===== src/rtl/mmio_pkg.sv =====
// Purpose: shared address map and register field positions for the MMIO button/output block.
// Latency: n/a (constants and a pure decode function only).
// Backpressure: n/a.
package mmio_pkg;

    localparam logic [31:0] BTN_ADDR = 32'd1000;
    localparam logic [31:0] CNT_ADDR = 32'd1001;
    localparam logic [31:0] OUT_ADDR = 32'd2000;

    // Bit positions inside the word returned by a BTN_ADDR read
    localparam int BTN_FLAG_BIT  = 0;
    localparam int BTN_LEVEL_BIT = 1;

    typedef enum logic [1:0] {
        SEL_NONE = 2'd0,
        SEL_BTN  = 2'd1,
        SEL_CNT  = 2'd2,
        SEL_OUT  = 2'd3
    } mmio_sel_e;

    // Full 32-bit compare; anything that does not match belongs to RAM
    function automatic mmio_sel_e mmio_decode(input logic [31:0] addr);
        mmio_sel_e sel;
        sel = SEL_NONE;
        if (addr == BTN_ADDR) begin
            sel = SEL_BTN;
        end else if (addr == CNT_ADDR) begin
            sel = SEL_CNT;
        end else if (addr == OUT_ADDR) begin
            sel = SEL_OUT;
        end
        return sel;
    endfunction

endpackage


===== src/rtl/button_debouncer.sv =====
// Purpose: 2-flop synchronizer plus stability counter for an asynchronous push-button.
// Latency: a raw edge stable before edge 1 moves level at edge 2+DEBOUNCE_CYCLES.
// Backpressure: none; press_pulse is a single-cycle strobe that must be consumed at once.
// Ports: clock, reset (async active-low), raw (async button level);
//        level (debounced level), press_pulse (high in the cycle whose edge takes level 0->1).
module button_debouncer #(
    parameter int DEBOUNCE_CYCLES = 16
) (
    input  logic clock,
    input  logic reset,
    input  logic raw,
    output logic level,
    output logic press_pulse
);

    localparam int CW = (DEBOUNCE_CYCLES > 2) ? $clog2(DEBOUNCE_CYCLES) : 1;
    localparam logic [CW-1:0] CNT_LAST = CW'(DEBOUNCE_CYCLES - 1);

    logic [1:0]    sync;
    logic          sync_out;
    logic [CW-1:0] deb_cnt;
    logic          flip;

    assign sync_out = sync[1];

    // Level flips on the edge where the mismatch has persisted DEBOUNCE_CYCLES samples
    assign flip        = (sync_out != level) && (deb_cnt == CNT_LAST);
    // Pulse is combinational so the parent can set its flag on the very edge level rises
    assign press_pulse = flip && sync_out;

    always_ff @(posedge clock or negedge reset) begin
        if (!reset) begin
            sync    <= 2'b00;
            level   <= 1'b0;
            deb_cnt <= '0;
        end else begin
            sync <= {sync[0], raw};
            if (sync_out == level) begin
                deb_cnt <= '0;
            end else if (flip) begin
                level   <= sync_out;
                deb_cnt <= '0;
            end else begin
                deb_cnt <= deb_cnt + 1'b1;
            end
        end
    end

endmodule


===== src/rtl/mmio_button_ctrl.sv =====
// Purpose: MMIO decode between processor data port and RAM: button flag/counter and output register.
// Latency: reads return one cycle after the address, matching the registered RAM output.
// Backpressure: none; every access completes in one cycle, non-MMIO traffic passes straight through.
// Ports: clock, reset (async active-low); address_dmem/wren/data from the processor;
//        ram_q from RAM, ram_wren to RAM; q_dmem to the processor; button_raw in; out_reg out.
module mmio_button_ctrl
    import mmio_pkg::*;
#(
    parameter int DEBOUNCE_CYCLES = 16,
    parameter int OUT_W           = 8,
    parameter int CNT_W           = 16
) (
    input  logic             clock,
    input  logic             reset,
    input  logic [31:0]      address_dmem,
    input  logic             wren,
    input  logic [31:0]      data,
    input  logic [31:0]      ram_q,
    output logic             ram_wren,
    output logic [31:0]      q_dmem,
    input  logic             button_raw,
    output logic [OUT_W-1:0] out_reg
);

    mmio_sel_e        sel;
    logic             is_mmio;
    logic             db_level;
    logic             press_pulse;
    logic             press_flag;
    logic [CNT_W-1:0] press_count;
    logic [31:0]      rd_val;
    logic [31:0]      q_reg;
    logic             sel_reg;
    logic             rd_btn;
    logic             wr_cnt;
    logic             wr_out;
    logic             unused_data;

    button_debouncer #(
        .DEBOUNCE_CYCLES(DEBOUNCE_CYCLES)
    ) u_debouncer (
        .clock       (clock),
        .reset       (reset),
        .raw         (button_raw),
        .level       (db_level),
        .press_pulse (press_pulse)
    );

    assign sel      = mmio_decode(address_dmem);
    assign is_mmio  = (sel != SEL_NONE);
    assign ram_wren = wren && !is_mmio;
    assign rd_btn   = (sel == SEL_BTN) && !wren;
    assign wr_cnt   = (sel == SEL_CNT) && wren;
    assign wr_out   = (sel == SEL_OUT) && wren;

    // Only the low OUT_W bits of a write reach the output register
    assign unused_data = &{1'b0, data[31:OUT_W]};

    // Register value as seen before this edge's updates
    always_comb begin
        rd_val = '0;
        case (sel)
            SEL_BTN: begin
                rd_val[BTN_FLAG_BIT]  = press_flag;
                rd_val[BTN_LEVEL_BIT] = db_level;
            end
            SEL_CNT: rd_val = 32'(press_count);
            SEL_OUT: rd_val = 32'(out_reg);
            default: rd_val = '0;
        endcase
    end

    always_ff @(posedge clock or negedge reset) begin
        if (!reset) begin
            press_flag  <= 1'b0;
            press_count <= '0;
            out_reg     <= '0;
            q_reg       <= '0;
            sel_reg     <= 1'b0;
        end else begin
            sel_reg <= is_mmio && !wren;
            if (is_mmio && !wren) begin
                q_reg <= rd_val;
            end

            // A press on the same edge as a clearing read wins, so no press is lost
            if (press_pulse) begin
                press_flag <= 1'b1;
            end else if (rd_btn) begin
                press_flag <= 1'b0;
            end

            if (wr_cnt) begin
                press_count <= press_pulse ? CNT_W'(1) : '0;
            end else if (press_pulse) begin
                press_count <= press_count + 1'b1;
            end

            if (wr_out) begin
                out_reg <= data[OUT_W-1:0];
            end
        end
    end

    assign q_dmem = sel_reg ? q_reg : ram_q;

endmodule


===== config.mk =====
export PLATFORM = sky130hd
export DESIGN_NAME = mmio_button_ctrl
export DESIGN_NICKNAME = d
export VERILOG_FILES = /design/src/rtl/mmio_pkg.sv /design/src/rtl/button_debouncer.sv /design/src/rtl/mmio_button_ctrl.sv
export SDC_FILE = /design/constraint.sdc
export NUM_CORES = 1
export LEC_CHECK = 0
export ABC_AREA = 1
export BUFFER_PORTS_ARGS = -buffer_cell sky130_fd_sc_hd__buf_2
export CAP_MARGIN = 20
export CORE_UTILIZATION = 43
export CTS_BUF_LIST = sky130_fd_sc_hd__clkbuf_8 sky130_fd_sc_hd__clkbuf_16
export CTS_CLUSTER_DIAMETER = 150
export DETAILED_ROUTE_END_ITERATION = 12
export PLACE_DENSITY = 0.77
export SLEW_MARGIN = 20
export SYNTH_ARGS = -nofsm -noshare
export SYNTH_HDL_FRONTEND = slang
export SYNTH_HIERARCHICAL = 1
export SYNTH_SLANG_ARGS = --single-unit

===== constraint.sdc =====
create_clock -name clock -period 1.7 [get_ports clock]
set_clock_uncertainty 0.2 [all_clocks]
set_input_delay 0.425 -clock clock [delete_from_list [all_inputs] [get_ports clock]]
set_output_delay 0.425 -clock clock [all_outputs]
set_load 0.05 [all_outputs]

==> summary.txt <==
Syn Nets - 524
Beginning of the critical path - sel_reg
Cell taking the most area after synthesis - dfrtp_1
Clock-pin slew on the worst setup and hold paths - 0.09 ns
Drt first-iter violations - 176
Post-route minimum period - 2.06 ns
Min-Delay Path Class - in -> reg
Non-Filler Instances - 684
WP data arrival - 1.43 ns
Yosys cell types - 33
Post-Syn Area - 3140 sq um
Starting Density - 45.5%
DRC - 0
Nets - 689
Worst hold margin - 0.0211 ns
Yosys warns - 6
HPWL after DPL - 6700 microns
Kind of start point of the critical path - register
Total GRT Usage - 25.0%
Final antenna-violating net count - 0
CP max stage cell - dfrtp_2
Top cell type's share of synthesized area - 39.1%
Slowest stage delay, CP - 0.38 ns
Via density - 4.96
Initial antenna violation count - 0
Run status - complete, but fails checks
Final worst-path setup slack - -0.356 ns
Cells after synthesis - 422
Violated checks - negative setup slack
Vias in the first global route - 3310
Most common cell in the synthesized netlist - nand2_1
Slew HR - 76.5%
Largest cells by area after synthesis - dfrtp_1, nand2_1, nand3_1
CP endpoint - q_dmem[8]
Avg Cell Area, Syn - 7.44 sq um
Ant. Diodes - 0
Die Y - 87.4 microns
Pwr dens - 517 nW/um^2
Port Buffers - 116
Ys flop type - dfrtp_1
Power consumption - 2.60 mW
IO Count - 141
Critical setup path kind - reg -> out
RR Startpoint - u_debouncer/deb_cnt[1]
Core area - 6910 sq um
Placed Instances - 667
Max Slew Vio Count - 0
Ys async rst share - 100%
CP Capture Type - output pin
Drt wl/cell - 13.9 microns
Flops & latches, synth - 49
Total clock sinks - 49
Clk_lat worst skew - 0.31 ns
Reg2Reg Depth - 13
Reg2reg end - press_count[8]
Die area - 7650 sq um
Largest net degree at the start of global routing - 37
CTS Buf Count - 5
Worst path cell trace - buf_12, mux2_2, buf_6
Fmax - 486 MHz
Unrepaired setup endpoints after global routing - true
Least-Margin Pin Slew - 0.353 ns
Worst R2R Setup Slack - -0.18 ns
Final Cycle Share - 121%
Largest fanout on the critical path - 21
Row Count - 30
Post-synth EDFFs - 0
Max-Cap Viols - 0
CTS tree - done
Top cells by count, synth - nand2_1, inv_1, nand3_1
Vias post-DR - 3396
Total grt overflow - 0
Number of H-tree levels - 2
Share of layout cells above drive strength 1 - 52.0%
RePlAce Congestion - 0.891
Hold Fails Final Rpt - 0
CTS root buffer - clkbuf_8
Share of the yosys chip area belonging to registers - 39.1%
Drt first pass iters - 4
Global-route wire length before repair - 14900 microns
Worst vdd ir - 0.424 mV
Static Leak - 2.74 nW
Area Overhead vs Synth - 60.5%
Longest Clk Path Bufs - 2
WL final - 9490 microns
Chip width - 87.4 microns
Endpoints failing setup - 46
CP required - 1.07 ns
==> layout by cell type (no fill, tap or decap), types with 9 or more instances in the layout <==
cell	synthesis	routed
buf_2	2	81
nand2_1	90	79
nand3_1	57	53
dfrtp_1	49	48
inv_1	57	44
buf_4	1	38
buf_6	1	36
nand2_2	28	31
nor2_1	55	27
nor2_4	4	25
mux2_4	0	14
nand4_1	12	12
inv_2	2	11
nand2_4	3	10
nor2_2	3	10
buf_8	0	9
==> report_power, final <==
part | internal, mW | leakage [nW] | switching, mW
combinational | 0.244 | 2.05 | 0.326
clock | 0.441 | 0.0543 | 0.413
sequential | 1.17 | 0.634 | 0.00592
==> layer usage <==
metal / GRT usage [%] / wire (microns) / share of wire (%)
met1: 29.5 / 3730 / 39
met2: 47.3 / 5060 / 53
met3: 3.89 / 612 / 6.4
met4: 5.96 / 92 / 0.97
met5: 0 / 0 / 0
==> critical path, delay by kind of cell, from the launching register on <==
kind,cells,cell delay (ns)
buffers and inverters,2,0.35
flip-flops,1,0.38
multiplexers,1,0.38
==> worst min-delay path by stage <==
stage / startpoint / to / cells after the start
floorplan: reset / out_reg[0] / 0
CTS: button_raw / u_debouncer/sync[0] / 1
finish: button_raw / u_debouncer/sync[0] / 1
detailed placement: u_debouncer/sync[0] / u_debouncer/sync[1] / 0
global route: button_raw / u_debouncer/sync[0] / 1
global placement: u_debouncer/sync[0] / u_debouncer/sync[1] / 0
==> logic make-up after synthesis <==
family / after synthesis / share of synthesized area (%)
compound gates: 9 / 1.47
mux: 16 / 5.74
simple gates: 270 / 42.4
buf+inv: 70 / 8.81
flops: 49 / 39.1
fa+ha+maj: 2 / 0.797
xor+xnor: 6 / 1.67
==> metrics by stage <==
step | util (%) | worst slack, ns | cell area, sq um | TNS, ns
4_1_cts | 68.8 | -0.331 | 4750 | -9.51
2_1_floorplan | - | -0.211 | 3380 | -0.785
6_report | 72.9 | -0.356 | 5040 | -9.90
3_5_place_dp | 62.9 | -0.389 | 4350 | -12.46
3_3_place_gp | 62.9 | -0.366 | 4350 | -11.22
5_1_grt | 72.9 | -0.379 | 5040 | -12.52
==> area by class of cell <==
| class | count | area (sq um) |
|---|---|---|
| fill | 478 | 1870 |
| sequential | 49 | 1230 |
| timing repair buffer | 168 | 1300 |
| tap | 96 | 120 |
| clock inverter | 3 | 46.3 |
| clock buffer | 5 | 68.8 |
| inverter | 60 | 248 |
| multi-input combinational | 303 | 2030 |
==> what timing repair did <==
item	4_1_cts	5_1_grt
gates resized for setup	77	73
hold buffers	1	0
buffers inserted	4	5
pin swaps	5	26
endpoints found under the hold margin	13	0
endpoints found under the setup margin	47	72
Power figures use the tool's default switching activity.
